===== src/rtl/host_memory_bridge_if.sv =====
// Byte-stream and external-memory signal bundle between the host UART side,
// the bridge controller and the processor's external memory port.
interface host_memory_bridge_if;
   logic [7:0]  rx_data;
   logic        rx_valid;
   logic        rx_ready;
   logic [7:0]  tx_data;
   logic        tx_valid;
   logic        tx_ready;
   logic        pause;
   logic        ext_mem_control;
   logic [31:0] ext_address;
   logic [31:0] ext_data;
   logic [2:0]  ext_read_mode;
   logic [2:0]  ext_write_mode;
   logic [31:0] ext_data_out;
   logic        busy;
   logic [7:0]  error_count;

   modport master (
      input  rx_data, rx_valid, tx_ready, ext_data_out,
      output rx_ready, tx_data, tx_valid, pause, ext_mem_control, ext_address,
             ext_data, ext_read_mode, ext_write_mode, busy, error_count
   );

   modport slave (
      output rx_data, rx_valid, tx_ready, ext_data_out,
      input  rx_ready, tx_data, tx_valid, pause, ext_mem_control, ext_address,
             ext_data, ext_read_mode, ext_write_mode, busy, error_count
   );
endinterface


===== src/rtl/host_memory_bridge.sv =====
// Host command parser that halts/runs the processor and performs word reads and
// writes through its external memory port, answering with ACK/NAK or read data.
module host_memory_bridge #(
   parameter int         PAUSE_SETTLE     = 2,
   parameter int         MEM_READ_LATENCY = 1,
   parameter int         TIMEOUT          = 100000,
   parameter bit         START_HALTED     = 1'b1,
   parameter logic [2:0] MODE_NONE        = 3'd0,
   parameter logic [2:0] MODE_WORD        = 3'd3
) (
   input logic                  clk,
   input logic                  rst,
   host_memory_bridge_if.master bus
);

   localparam logic [7:0] OP_WRITE = 8'h57;
   localparam logic [7:0] OP_READ  = 8'h52;
   localparam logic [7:0] OP_HALT  = 8'h48;
   localparam logic [7:0] OP_GO    = 8'h47;
   localparam logic [7:0] BYTE_ACK = 8'h06;
   localparam logic [7:0] BYTE_NAK = 8'h15;

   typedef enum logic [2:0] {
      S_IDLE, S_ADDR, S_DATA, S_PAUSE_WAIT, S_SETUP, S_ACCESS, S_RELEASE, S_SEND
   } state_t;

   state_t      state_q, state_d;
   logic        halted_q, halted_d;
   logic        is_write_q, is_write_d;
   logic [1:0]  bcnt_q, bcnt_d;
   logic [31:0] cyc_q, cyc_d;
   logic [31:0] addr_q, addr_d;
   logic [31:0] data_q, data_d;
   logic [31:0] resp_q, resp_d;
   logic [2:0]  resp_left_q, resp_left_d;
   logic [7:0]  err_q, err_d;
   logic        rx_fire, tx_fire;

   function automatic logic [7:0] sat_inc(input logic [7:0] v);
      return (v == 8'hFF) ? v : v + 8'd1;
   endfunction

   assign rx_fire = bus.rx_valid && bus.rx_ready;
   assign tx_fire = bus.tx_valid && bus.tx_ready;

   always_ff @(posedge clk or negedge rst) begin
      if (!rst) begin
         state_q     <= S_IDLE;
         halted_q    <= START_HALTED;
         is_write_q  <= 1'b0;
         bcnt_q      <= 2'd0;
         cyc_q       <= 32'd0;
         addr_q      <= 32'd0;
         data_q      <= 32'd0;
         resp_q      <= 32'd0;
         resp_left_q <= 3'd0;
         err_q       <= 8'd0;
      end else begin
         state_q     <= state_d;
         halted_q    <= halted_d;
         is_write_q  <= is_write_d;
         bcnt_q      <= bcnt_d;
         cyc_q       <= cyc_d;
         addr_q      <= addr_d;
         data_q      <= data_d;
         resp_q      <= resp_d;
         resp_left_q <= resp_left_d;
         err_q       <= err_d;
      end
   end

   always_comb begin
      state_d     = state_q;
      halted_d    = halted_q;
      is_write_d  = is_write_q;
      bcnt_d      = bcnt_q;
      cyc_d       = cyc_q;
      addr_d      = addr_q;
      data_d      = data_q;
      resp_d      = resp_q;
      resp_left_d = resp_left_q;
      err_d       = err_q;
      case (state_q)
         S_IDLE: begin
            if (rx_fire) begin
               resp_d      = {BYTE_ACK, 24'd0};
               resp_left_d = 3'd1;
               bcnt_d      = 2'd0;
               cyc_d       = 32'd0;
               case (bus.rx_data)
                  OP_WRITE: begin is_write_d = 1'b1; state_d = S_ADDR; end
                  OP_READ:  begin is_write_d = 1'b0; state_d = S_ADDR; end
                  OP_HALT:  begin halted_d = 1'b1; state_d = S_SEND; end
                  OP_GO:    begin halted_d = 1'b0; state_d = S_SEND; end
                  default: begin
                     err_d   = sat_inc(err_q);
                     resp_d  = {BYTE_NAK, 24'd0};
                     state_d = S_SEND;
                  end
               endcase
            end
         end
         S_ADDR, S_DATA: begin
            // Idle counter restarts on every byte; the 4th byte also zeroes it for PAUSE_WAIT.
            if (rx_fire) begin
               cyc_d  = 32'd0;
               bcnt_d = bcnt_q + 2'd1;
               if (state_q == S_ADDR) addr_d = {addr_q[23:0], bus.rx_data};
               else                   data_d = {data_q[23:0], bus.rx_data};
               if (bcnt_q == 2'd3) begin
                  if (state_q == S_ADDR && is_write_q) state_d = S_DATA;
                  else                                 state_d = S_PAUSE_WAIT;
               end
            end else if (cyc_q == 32'(TIMEOUT - 1)) begin
               err_d   = sat_inc(err_q);
               state_d = S_IDLE;
            end else begin
               cyc_d = cyc_q + 32'd1;
            end
         end
         S_PAUSE_WAIT: begin
            if (cyc_q == 32'(PAUSE_SETTLE - 1)) begin
               cyc_d   = 32'd0;
               state_d = S_SETUP;
            end else begin
               cyc_d = cyc_q + 32'd1;
            end
         end
         S_SETUP: state_d = S_ACCESS;
         S_ACCESS: begin
            if (is_write_q) begin
               resp_d      = {BYTE_ACK, 24'd0};
               resp_left_d = 3'd1;
               state_d     = S_RELEASE;
            end else if (cyc_q == 32'(MEM_READ_LATENCY - 1)) begin
               resp_d      = bus.ext_data_out;
               resp_left_d = 3'd4;
               cyc_d       = 32'd0;
               state_d     = S_RELEASE;
            end else begin
               cyc_d = cyc_q + 32'd1;
            end
         end
         S_RELEASE: state_d = S_SEND;
         S_SEND: begin
            if (tx_fire) begin
               resp_d      = {resp_q[23:0], 8'd0};
               resp_left_d = resp_left_q - 3'd1;
               if (resp_left_q == 3'd1) state_d = S_IDLE;
            end
         end
         default: state_d = S_IDLE;
      endcase
   end

   // Processor stays paused for the whole memory takeover, whatever halted says.
   always_comb begin
      bus.rx_ready        = rst && (state_q inside {S_IDLE, S_ADDR, S_DATA});
      bus.tx_valid        = (state_q == S_SEND);
      bus.tx_data         = resp_q[31:24];
      bus.pause           = (state_q inside {S_PAUSE_WAIT, S_SETUP, S_ACCESS, S_RELEASE})
                            ? 1'b1 : halted_q;
      bus.ext_mem_control = (state_q inside {S_SETUP, S_ACCESS, S_RELEASE});
      bus.ext_write_mode  = (state_q == S_ACCESS && is_write_q)  ? MODE_WORD : MODE_NONE;
      bus.ext_read_mode   = (state_q == S_ACCESS && !is_write_q) ? MODE_WORD : MODE_NONE;
      bus.ext_address     = addr_q;
      bus.ext_data        = data_q;
      bus.busy            = (state_q != S_IDLE);
      bus.error_count     = err_q;
   end

endmodule


===== src/flat_wrapper.sv =====
// flat-port wrapper written by rule: the top's interface ports become plain ports
module host_memory_bridge_flat 
#(
   parameter int         PAUSE_SETTLE     = 2,
   parameter int         MEM_READ_LATENCY = 1,
   parameter int         TIMEOUT          = 100000,
   parameter bit         START_HALTED     = 1'b1,
   parameter logic [2:0] MODE_NONE        = 3'd0,
   parameter logic [2:0] MODE_WORD        = 3'd3
)
  (clk, rst, bus_rx_data, bus_rx_valid, bus_tx_ready, bus_ext_data_out, bus_rx_ready, bus_tx_data, bus_tx_valid, bus_pause, bus_ext_mem_control, bus_ext_address, bus_ext_data, bus_ext_read_mode, bus_ext_write_mode, bus_busy, bus_error_count);
  host_memory_bridge_if bus_i ();
  input logic clk;
  input logic rst;
  input wire logic [$bits(bus_i.rx_data)-1:0] bus_rx_data;
  input wire logic [$bits(bus_i.rx_valid)-1:0] bus_rx_valid;
  input wire logic [$bits(bus_i.tx_ready)-1:0] bus_tx_ready;
  input wire logic [$bits(bus_i.ext_data_out)-1:0] bus_ext_data_out;
  output wire logic [$bits(bus_i.rx_ready)-1:0] bus_rx_ready;
  output wire logic [$bits(bus_i.tx_data)-1:0] bus_tx_data;
  output wire logic [$bits(bus_i.tx_valid)-1:0] bus_tx_valid;
  output wire logic [$bits(bus_i.pause)-1:0] bus_pause;
  output wire logic [$bits(bus_i.ext_mem_control)-1:0] bus_ext_mem_control;
  output wire logic [$bits(bus_i.ext_address)-1:0] bus_ext_address;
  output wire logic [$bits(bus_i.ext_data)-1:0] bus_ext_data;
  output wire logic [$bits(bus_i.ext_read_mode)-1:0] bus_ext_read_mode;
  output wire logic [$bits(bus_i.ext_write_mode)-1:0] bus_ext_write_mode;
  output wire logic [$bits(bus_i.busy)-1:0] bus_busy;
  output wire logic [$bits(bus_i.error_count)-1:0] bus_error_count;
  assign bus_i.rx_data = bus_rx_data;
  assign bus_i.rx_valid = bus_rx_valid;
  assign bus_i.tx_ready = bus_tx_ready;
  assign bus_i.ext_data_out = bus_ext_data_out;
  assign bus_rx_ready = bus_i.rx_ready;
  assign bus_tx_data = bus_i.tx_data;
  assign bus_tx_valid = bus_i.tx_valid;
  assign bus_pause = bus_i.pause;
  assign bus_ext_mem_control = bus_i.ext_mem_control;
  assign bus_ext_address = bus_i.ext_address;
  assign bus_ext_data = bus_i.ext_data;
  assign bus_ext_read_mode = bus_i.ext_read_mode;
  assign bus_ext_write_mode = bus_i.ext_write_mode;
  assign bus_busy = bus_i.busy;
  assign bus_error_count = bus_i.error_count;
  host_memory_bridge #(.PAUSE_SETTLE(PAUSE_SETTLE), .MEM_READ_LATENCY(MEM_READ_LATENCY), .TIMEOUT(TIMEOUT), .START_HALTED(START_HALTED), .MODE_NONE(MODE_NONE), .MODE_WORD(MODE_WORD)) u_core (.clk(clk), .rst(rst), .bus(bus_i));
endmodule

===== config.mk =====
export PLATFORM = sky130hd
export DESIGN_NAME = host_memory_bridge_flat
export DESIGN_NICKNAME = d
export VERILOG_FILES = /design/src/rtl/host_memory_bridge_if.sv /design/src/rtl/host_memory_bridge.sv /design/src/flat_wrapper.sv
export SDC_FILE = /design/constraint.sdc
export NUM_CORES = 1
export LEC_CHECK = 0
export BUFFER_PORTS_ARGS = -buffer_cell sky130_fd_sc_hd__buf_2
export CAP_MARGIN = 20
export CORE_AREA = 2 2 105 183
export CTS_BUF_LIST = sky130_fd_sc_hd__clkbuf_8
export DETAILED_ROUTE_END_ITERATION = 7
export DIE_AREA = 0 0 107 185
export SYNTH_ARGS = -nofsm -noshare
export SYNTH_HDL_FRONTEND = slang
export SYNTH_SLANG_ARGS = --single-unit

===== constraint.sdc =====
create_clock -name clk -period 5.8 [get_ports clk]
set_input_delay 0.29 -clock clk [delete_from_list [all_inputs] [get_ports clk]]
set_output_delay 0.29 -clock clk [all_outputs]
set_load 0.02 [all_outputs]

# Yosys cells after proc, flatten, opt, wreduce, memory -nomap -nowiden
# Cells that the tools add are included.
# W data, S select, Z words.
# classes
reduce_logical	30
n_bitwise	1
n_div	0
n_shift	0
addsub	4
n_eq_ne	29
n_lt_le_gt_ge	0
mux	44
multipliers	0
# ops
cell	count
$mux W32	10
$pmux W32 S4	1
$pmux W32 S3	1
$mux W3	14
$mux W8	5
$add A32 B1 Y32 const B	1
$eq A32 B1 Y1 const B	1
$eq A32 B17 Y1 const B	1
$eq A8 B7 Y1 const B	4
$logic_not A32 Y1	1
$mux W29	1
$pmux W3 S7	1
$pmux W8 S2	1
$reduce_and A3 Y1	5
$eq A3 B3 Y1 const B	4
$reduce_bool A3 Y1	4
$ne A2 B2 Y1 const B	5
$pmux W3 S3	1
$add A8 B1 Y8 const B	1
$eq A8 B8 Y1 const B	1
$mux W2	4
$ne A2 B1 Y1 const B	4
$reduce_and A4 Y1	2
$reduce_bool A4 Y1	2
20 further kinds	33
# totals
out_inout_bits	91
ff_bits	146
elab_cells	118
romBits	0
input_bits	44
latch_bits	0
mem_bits_rw	0
memories	0

# Logic depth before layout (Yosys ltp)
# Gate-level depths: netlist of run 1.
# depth
ltp_word	6
ltp_mapped	9
mapped_depth_nobuf	8

# Worst setup path before layout of run 1
# OpenSTA, ideal clock, no wires.
# synth_timing
path_kind	register to register
startpoint	reg u_core.cyc_q[19]
endpoint	reg u_core.cyc_q[27]
stages_incl_launch_ff	9
setup_time_ps	130
arrival_time_ps	2057
path_buffers	2
path_slack_ps	3613
period_less_slack_ps	2187
t_required_ps	5670
cell_sequence	dfrtp_1 -> or4_4 -> nor4_4 -> a22oi_2 -> or2_1 -> buf_6 -> nand2_4 -> buf_6 -> o41ai_2
# synth_between
elab_chain_len	4
elab_cells_between_ends	12
classes_between	add/sub (1); eq/ne (3); mux (6); reduce/logical (2)
# synth_lines
element	line	source
from (decl)	host_memory_bridge.sv:31	logic [31:0] cyc_q, cyc_d;
from (signal assigned)	host_memory_bridge.sv:63	cyc_q <= cyc_d;
$add A32 B1 Y32 / $logic_not A32 Y1 (equally long branches)	-	
$mux W32, on equally long branches	host_memory_bridge.sv:135, host_memory_bridge.sv:114	
$mux W32, on equally long branches	host_memory_bridge.sv:131, host_memory_bridge.sv:105	
$pmux W32 S4	host_memory_bridge.sv:83	case (state_q)
# Parallel ways exist; a longest one is shown, timed or not. The select of a mux whose other input is x is not followed.
# A chain may end at the register's enable or synchronous reset.

# Worst setup path after layout of run 1
# layout_timing
startpoint	reg u_core.state_q[1]
endpoint	reg u_core.cyc_q[3]
# layout_between
elab_chain_len	6
elab_cells_between_ends	16
classes_between	eq/ne (7); mux (2); reduce/logical (7)
# layout_lines
element	line	source
from (decl)	host_memory_bridge.sv:27	state_t state_q, state_d;
from (signal assigned)	host_memory_bridge.sv:59	state_q <= state_d;
$eq A3 B1 Y1 (tied with other cells)	host_memory_bridge.sv:83, host_memory_bridge.sv:158	
$reduce_bool A3 Y1	host_memory_bridge.sv:158	bus.rx_ready = rst && (state_q inside {S_IDLE, S_ADDR, S_DATA});
$logic_and A1 B1 Y1	host_memory_bridge.sv:158	
$logic_and A1 B1 Y1	host_memory_bridge.sv:43	assign rx_fire = bus.rx_valid && bus.rx_ready;
$ne A3 B2 Y1 (no line) (tied with other cells)	-	
$reduce_and A4 Y1 (no line) / $pmux W32 S4 (equally long branches)	-	
# Parallel ways exist; a longest one is shown, timed or not.

==> tab_implementation.tex, run 1 <==
\begin{tabular}{lr}
\hline
Metric & Value \\
\hline
\multicolumn{2}{l}{\textbf{Timing}} \\
Setup Total Neg Slack & 0 ps \\
Final setup vio count & 0 \\
Portion of the clock cycle consumed by the worst path in the final layout & 59.4\% \\
Unrepaired setup endpoints after global routing & no \\
Final worst clock skew & 11.5 ps \\
Final Hold Slack & 95.1 ps \\
Final Hold Fails & 0 \\
Final max-slew violation count & 0 \\
Upper clock frequency limit & 290 MHz \\
Slew of the pin with the lowest slew margin & 1010 ps \\
Slew margin rel. & 32.9\% \\
Min Clock Period, post-route & 3440 ps \\
\multicolumn{2}{l}{\textbf{Power}} \\
Switching part of the total & 22.4\% \\
Maximum vdd ir drop & 0.129 mV \\
Clk pwr share & 41.4\% \\
P\_leak & 4.17 nW \\
Internal Pwr Total & 1.42 mW \\
Net switching component of the power & 0.411 mW \\
Reg power frac & 55.5\% \\
Proportion of power drawn by combinational gates & 3.1\% \\
Power per Cell Area & 219 nW/µm² \\
\multicolumn{2}{l}{\textbf{Logic synthesis}} \\
Register bit count reported by yosys & 146 \\
Cells after Synth & 658 \\
Largest area contributor in the synthesized netlist & sky130\_fd\_sc\_hd\_\_dfrtp\_1 \\
Mean Syn Cell Area & 10.9 µm² \\
Count of cell types in the netlist & 70 \\
Number of synthesized flops with an enable pin & 0 \\
Cell area after synthesis & 7200 µm² \\
Cell types with the highest counts after synthesis & sky130\_fd\_sc\_hd\_\_dfrtp\_1, sky130\_fd\_sc\_hd\_\_mux2\_2, sky130\_fd\_sc\_hd\_\_nand3\_1 \\
Count leader, synth & sky130\_fd\_sc\_hd\_\_dfrtp\_1 \\
Top FF cell, synth & sky130\_fd\_sc\_hd\_\_dfrtp\_1 \\
Fraction of registers with async set or reset after synthesis & 100\% \\
Share of synthesized area occupied by flip-flops and latches & 50.7\% \\
Proportion of netlist area held by the largest area contributor & 50.4\% \\
Largest cells by area after synthesis & sky130\_fd\_sc\_hd\_\_dfrtp\_1, sky130\_fd\_sc\_hd\_\_mux2\_2, sky130\_fd\_sc\_hd\_\_nand3\_1 \\
Yosys warning total & 0 \\
\multicolumn{2}{l}{\textbf{Critical path}} \\
Classification of the worst setup path & flop to flop \\
Arr. time, crit path & 3770 ps \\
Worst path required time & 6130 ps \\
Worst path top cell family by delay & simple AND/OR/NAND/NOR gates \\
Top fanout value on the critical path & 40 \\
Endpoint class of the critical path & flop \\
Cells traversed along the worst timing path & buf\_4, or2\_2, nor2\_2, buf\_4, or3\_1, nor2\_2, nor2\_1, a221o\_1 \\
Worst Setup Start Kind & flop \\
Max incr delay on CP & 800 ps \\
Buf/Inv on CP & 2 \\
Critical-path top delay cell & sky130\_fd\_sc\_hd\_\_nor2\_2 \\
\multicolumn{2}{l}{\textbf{Final layout}} \\
Fin cells & 1020 \\
Proportion of layout cells with a drive suffix above 1 & 33.9\% \\
Synth-to-layout area growth & 16.3\% \\
Net count reported at finish & 819 \\
\# fillers & 1731 \\
\multicolumn{2}{l}{\textbf{CTS}} \\
Clk root buf & sky130\_fd\_sc\_hd\_\_clkbuf\_8 \\
Clk pin slew, worst setup/hold paths & 70 ps \\
Depth of the CTS H-tree & 4 \\
Sink count of the clock tree & 146 \\
Max Root-Sink Buffers & 2 \\
Skew-Pair Late Insertion Delay & 450 ps \\
Inserted Clock Buffers & 17 \\
Clock tree from TritonCTS & built \\
\multicolumn{2}{l}{\textbf{Global routing}} \\
Congestion Overflow GR & 0 \\
Antenna violations before repair & 1 \\
Total routing usage reported by global routing & 18.2\% \\
Vias in the first global route & 5533 \\
First-pass GRT wire length & 28.3 mm \\
Pin count of the biggest net entering global routing & 80 \\
\multicolumn{2}{l}{\textbf{Routing}} \\
Number of vias in the routed layout & 5626 \\
Detailed-routing iteration count for the pre-antenna-repair pass & 4 \\
DRT antenna net count & 0 \\
1st-iter DRT viols & 337 \\
Mean routed wirelength per cell & 17.2 µm \\
Drt total wl & 17.6 mm \\
DRC violations left & 0 \\
Via density & 5.52 \\
\multicolumn{2}{l}{\textbf{Floorplan}} \\
Chip Width & 107 µm \\
Rows & 66 \\
Die Height & 185 µm \\
Core outline area & 18400 µm² \\
Floorplan die area & 19800 µm² \\
Boundary pin count & 135 \\
Starting utilization of the core area & 39.1\% \\
\multicolumn{2}{l}{\textbf{Placement}} \\
Half-perimeter wire length after detailed placement & 12.7 mm \\
GPL Wtd Cong & 0.865 \\
Number of placed cells counting well taps & 985 \\
\# port buffers & 132 \\
\multicolumn{2}{l}{\textbf{Hold path}} \\
Worst min-delay path class & input pin to flop \\
\multicolumn{2}{l}{\textbf{Status}} \\
Result of the run & completed \\
\multicolumn{2}{l}{\textbf{Flow run}} \\
Number of max-cap violations & 0 \\
\hline
\end{tabular}
[layout make-up]
| class | count | area [µm²] | share of cell area [%] |
|---|---|---|---|
| diodes | 1 | 2.50 | 0.0299 |
| clock buffers | 18 | 248 | 2.96 |
| clock inverters | 14 | 126 | 1.51 |
| inverters | 13 | 48.8 | 0.583 |
| multi-input cells | 448 | 3210 | 38.4 |
| flip-flops and latches | 146 | 3650 | 43.6 |
| well taps | 238 | 298 | 3.56 |
| repair buffers | 142 | 785 | 9.37 |
[worst paths after layout]
kind,start,end,slack (ps),depth (start not counted)
worst min-delay path,bus_ext_data_out[7],u_core.resp_q[7]$_DFFE_PN0P_,100,3
worst max register to register,u_core.state_q[1]$_DFFE_PN0P_,u_core.cyc_q[3]$_DFFE_PN0P_,2360,8
min in group asynchronous,rst,u_core.bus.ext_address[9]$_DFFE_PN0P_,420,2
max in group asynchronous,rst,u_core.bus.ext_data[4]$_DFFE_PN0P_,4330,4
worst min register to register,u_core.bus.ext_address[30]$_DFFE_PN0P_,u_core.bus.ext_address[30]$_DFFE_PN0P_,500,1
worst max-delay path,u_core.state_q[1]$_DFFE_PN0P_,u_core.cyc_q[3]$_DFFE_PN0P_,2360,8
[metrics by stage]
| stage | power, mW | cell area, µm² | worst slack [ps] | utilization (%) |
|---|---|---|---|---|
| floorplan | 1.05 | 7210 | 3610 | - |
| global placement | 1.09 | 7930 | 2490 | 43.1 |
| detailed placement | 1.09 | 7960 | 2410 | 43.2 |
| CTS | 1.86 | 8340 | 2390 | 45.3 |
| global route | 1.91 | 8370 | 2200 | 45.5 |
| finish | 1.83 | 8370 | 2360 | 45.5 |
[power by group through the flow]
stage                     Combinational [mW]  Clock (mW)  Sequential (mW)
final                                 0.0572       0.758             1.02
after CTS                             0.0567       0.786             1.02
after global routing                  0.0650       0.832             1.02
after detailed placement              0.0561           0             1.04
after floorplan                       0.0115           0             1.04
after global placement                0.0549           0             1.04
[cells in the final DEF, fill, tap and decap left out, types with 4 or more instances in the layout]
master,instances
sky130_fd_sc_hd__dfrtp_1,145
sky130_fd_sc_hd__buf_2,131
sky130_fd_sc_hd__mux2_2,68
sky130_fd_sc_hd__nand3_1,51
sky130_fd_sc_hd__o21ai_0,45
sky130_fd_sc_hd__nand2_1,39
sky130_fd_sc_hd__nor2_1,26
sky130_fd_sc_hd__a22oi_1,21
sky130_fd_sc_hd__clkbuf_8,18
sky130_fd_sc_hd__inv_1,16
sky130_fd_sc_hd__a21oi_1,14
sky130_fd_sc_hd__nand4_1,13
sky130_fd_sc_hd__nor3_1,12
sky130_fd_sc_hd__or3_1,9
sky130_fd_sc_hd__nor4_1,9
sky130_fd_sc_hd__o31ai_1,9
sky130_fd_sc_hd__a22o_1,9
sky130_fd_sc_hd__xnor2_1,8
sky130_fd_sc_hd__a2bb2oi_1,8
sky130_fd_sc_hd__and3_1,7
sky130_fd_sc_hd__a31oi_1,7
sky130_fd_sc_hd__ha_1,7
sky130_fd_sc_hd__buf_4,7
sky130_fd_sc_hd__clkinv_2,6
sky130_fd_sc_hd__and4_1,5
sky130_fd_sc_hd__mux2i_1,5
sky130_fd_sc_hd__nor2_2,4
sky130_fd_sc_hd__nand2b_1,4
[registers in the layout (all words and copies together), names as in the netlist]
name	cells
u_core.cyc_q	32
u_core.resp_left_q	3
u_core.bus.error_count	8
u_core.state_q	3
u_core.halted_q	1
u_core.resp_q	32
u_core.is_write_q	1
u_core.bcnt_q	2
u_core.bus.ext_data	32
u_core.bus.ext_address	32
[worst min-delay path, delay by kind of cell]
family / cells / cell delay [ps]
and+or+nand+nor: 1 / 40
AOI/OAI and AO/OA: 1 / 60
buffers and inverters: 1 / 100
[what timing repair did]
item | in CTS | in global routing
gates resized for setup | 0 | 0
setup buffers | 0 | 0
hold buffers | 1 | 0
hold endpoints to repair | 66 | 0
[routing by layer]
| metal | vias up | part of all wire (%) | track usage [%] | wire length [µm] |
|---|---|---|---|---|
| met3 | 22 | 4.2 | 4.29 | 737 |
| met2 | 140 | 54 | 32.4 | 9520 |
| li1 | 2643 | - | - | - |
| met5 | - | 0 | 0 | 0 |
| met1 | 2821 | 39 | 20.7 | 6920 |
| met4 | 0 | 2.4 | 7.90 | 422 |
[logic make-up (layout without fill, tap and decap cells)]
| logic type | after synthesis | count (layout) | share of synthesized area (%) |
|---|---|---|---|
| flops | 146 | 146 | 50.7 |
| compound gates | 151 | 151 | 15.1 |
| simple gates | 204 | 204 | 15.5 |
| buf+inv | 65 | 187 | 4.74 |
| other cells | 1 | 3 | 0.0521 |
| mux | 73 | 73 | 11.3 |
| xor+xnor | 11 | 11 | 1.34 |
| fa+ha+maj | 7 | 7 | 1.22 |
Power figures use the tool's default switching activity.
==> run 2, diff against run 1 <==
- clock period: 5.8 -> 3.1 ns (I/O delays scaled with it)
==> tab_implementation.tex, run 2 (synthesis gave the netlist of run 1 again) <==
\begin{tabular}{lr}
\hline
Metric & Value \\
\hline
\multicolumn{2}{l}{\textbf{Critical path}} \\
Worst path required time & 3440 ps (-2690 ps) \\
Endpoint class of the critical path & flop \\
Classification of the worst setup path & flop to flop \\
Top fanout value on the critical path & 9 (-78\%) \\
Worst Setup Start Kind & flop \\
Arr. time, crit path & 3080 ps (-690 ps) \\
\multicolumn{2}{l}{\textbf{Final layout}} \\
Final core utilization & 47.3\% (+1.8 points) \\
Most used cells in the layout excluding fill and tap cells & sky130\_fd\_sc\_hd\_\_dfrtp\_1, sky130\_fd\_sc\_hd\_\_buf\_2, sky130\_fd\_sc\_hd\_\_mux2\_2 \\
Proportion of layout cells with a drive suffix above 1 & 33.5\% (-0.48 points) \\
Most common cell after layout, fill and taps aside & sky130\_fd\_sc\_hd\_\_dfrtp\_1 \\
\# fillers & 1698 (-1.9\%) \\
Synth-to-layout area growth & 20.9\% \\
Net count reported at finish & 857 (+4.6\%) \\
\multicolumn{2}{l}{\textbf{Floorplan}} \\
Core outline area & 18400 µm² (unchanged) \\
Starting utilization of the core area & 39.1\% (unchanged) \\
Boundary pin count & 135 (unchanged) \\
Rows & 66 (unchanged) \\
Chip Width & 107 µm (unchanged) \\
Floorplan die area & 19800 µm² (unchanged) \\
Die Height & 185 µm (unchanged) \\
\multicolumn{2}{l}{\textbf{Placement}} \\
GPL Wtd Cong & 0.892 (+3.1\%) \\
\# port buffers & 132 (unchanged) \\
Half-perimeter wire length after detailed placement & 13.5 mm (+6.3\%) \\
\multicolumn{2}{l}{\textbf{Routing}} \\
Mean routed wirelength per cell & 18.0 µm (+4.4\%) \\
1st-iter DRT viols & 314 (-6.8\%) \\
DRT antenna net count & 0 (unchanged) \\
Detailed-routing iteration count for the pre-antenna-repair pass & 5 (+1) \\
DRC violations left & 0 (unchanged) \\
Drt total wl & 19.0 mm (+8.3\%) \\
Number of vias in the routed layout & 5922 (+5.3\%) \\
Via density & 5.60 (+1.5\%) \\
\multicolumn{2}{l}{\textbf{CTS}} \\
Inserted Clock Buffers & 17 (unchanged) \\
Cts-stage hold buffer count & 32 (+31) \\
Skew-Pair Late Insertion Delay & 450 ps (about the same) \\
Sink count of the clock tree & 146 (unchanged) \\
Post-cts gate resize count & 0 (unchanged) \\
Depth of the CTS H-tree & 4 (unchanged) \\
Clk pin slew, worst setup/hold paths & 80 ps (about the same) \\
Max Root-Sink Buffers & 2 (unchanged) \\
Clock tree from TritonCTS & built \\
Clk root buf & sky130\_fd\_sc\_hd\_\_clkbuf\_8 \\
Setup bufs post-CTS & 0 (unchanged) \\
\multicolumn{2}{l}{\textbf{Timing}} \\
Slew of the pin with the lowest slew margin & 694 ps (-311 ps) \\
Upper clock frequency limit & 365 MHz (+26\%) \\
Final worst clock skew & 12.5 ps (+0.910 ps) \\
Setup Total Neg Slack & 0 ps (unchanged) \\
Unrepaired setup endpoints after global routing & no \\
Portion of the clock cycle consumed by the worst path in the final layout & 88.5\% (+29 points) \\
Slew margin rel. & 53.7\% (+21 points) \\
Min Clock Period, post-route & 2740 ps (-700 ps) \\
Final max-slew violation count & 0 (unchanged) \\
Final Hold Fails & 0 (unchanged) \\
Final setup vio count & 0 (unchanged) \\
\multicolumn{2}{l}{\textbf{Global routing}} \\
First-pass GRT wire length & 30.3 mm (+7.1\%) \\
Vias in the first global route & 5906 (+6.7\%) \\
Antenna violations before repair & 0 (-1) \\
Total routing usage reported by global routing & 19.6\% (+1.4 points) \\
Congestion Overflow GR & 0 (unchanged) \\
Pin count of the biggest net entering global routing & 84 (+5.0\%) \\
\multicolumn{2}{l}{\textbf{Power}} \\
Power per Cell Area & 395 nW/µm² (+80\%) \\
Maximum vdd ir drop & 0.214 mV (+66\%) \\
P\_leak & 4.29 nW (+3.0\%) \\
\multicolumn{2}{l}{\textbf{Flow run}} \\
Number of max-cap violations & 0 (unchanged) \\
\multicolumn{2}{l}{\textbf{Status}} \\
Result of the run & completed \\
\multicolumn{2}{l}{\textbf{Hold path}} \\
Worst min-delay path class & input pin to flop \\
\hline
\end{tabular}
run 2: path summary, 6_finish.rpt:
path,startpoint,endpoint,slack (ps),cells after the start
max,u_core.cyc_q[23]$_DFFE_PN0P_,u_core.cyc_q[11]$_DFFE_PN0P_,360,7
max reg2reg,u_core.cyc_q[23]$_DFFE_PN0P_,u_core.cyc_q[11]$_DFFE_PN0P_,360,7
min in group asynchronous,rst,u_core.bus.ext_address[19]$_DFFE_PN0P_,110,2
min reg2reg,u_core.bcnt_q[1]$_DFFE_PN0P_,u_core.bcnt_q[1]$_DFFE_PN0P_,500,2
max in group asynchronous,rst,u_core.resp_q[19]$_DFFE_PN0P_,1490,5
min,bus_rx_data[3],u_core.bus.ext_address[3]$_DFFE_PN0P_,40,2
run 2: layout make-up:
| class | count | area, µm² | share of cell area [%] |
|---|---|---|---|
| flip-flops and latches | 146 | 3650 | 42.0 |
| multi-input cells | 448 | 3210 | 36.9 |
| repair buffers | 180 | 1130 | 13.0 |
| well taps | 238 | 298 | 3.42 |
| clock buffers | 18 | 248 | 2.85 |
| clock inverters | 14 | 114 | 1.31 |
| inverters | 13 | 48.8 | 0.561 |
| diodes | 1 | 2.50 | 0.0287 |
run 2: critical path, stage by stage, from the launching register on:
cell	delay, ps
sky130_fd_sc_hd__dfrtp_1	440
sky130_fd_sc_hd__nor4_1	440
sky130_fd_sc_hd__nand4_1	350
sky130_fd_sc_hd__o311ai_4	380
sky130_fd_sc_hd__and3_1	410
sky130_fd_sc_hd__buf_4	240
sky130_fd_sc_hd__o21ai_0	100
sky130_fd_sc_hd__a22o_1	260
run 2: stage by stage:
step	setup WS (ps)	cell area, µm²	hold WS [ps]	instances	power [mW]
3_5_place_dp	360	7990	15.1	992	2.04
4_1_cts	324	8670	14.1	1056	3.48
2_1_floorplan	913	7210	-141	659	1.96
3_3_place_gp	446	7990	13.4	992	2.04
6_report	357	8700	44.4	1058	3.43
5_1_grt	82.0	8700	18.1	1057	3.59
run 2: per-layer routing:
metal	wire [µm]	GRT usage (%)
met3	819	4.33
met4	526	8.78
met1	7290	21.4
met2	10400	35.8
met5	0	0
run 2: report_power, final:
part	internal [mW]	switching [mW]	leakage, nW
Sequential	1.90	0	1.98
Combinational	0.0629	0.0754	2.13
Clock	0.648	0.746	0.178
Total	2.61	0.821	4.29
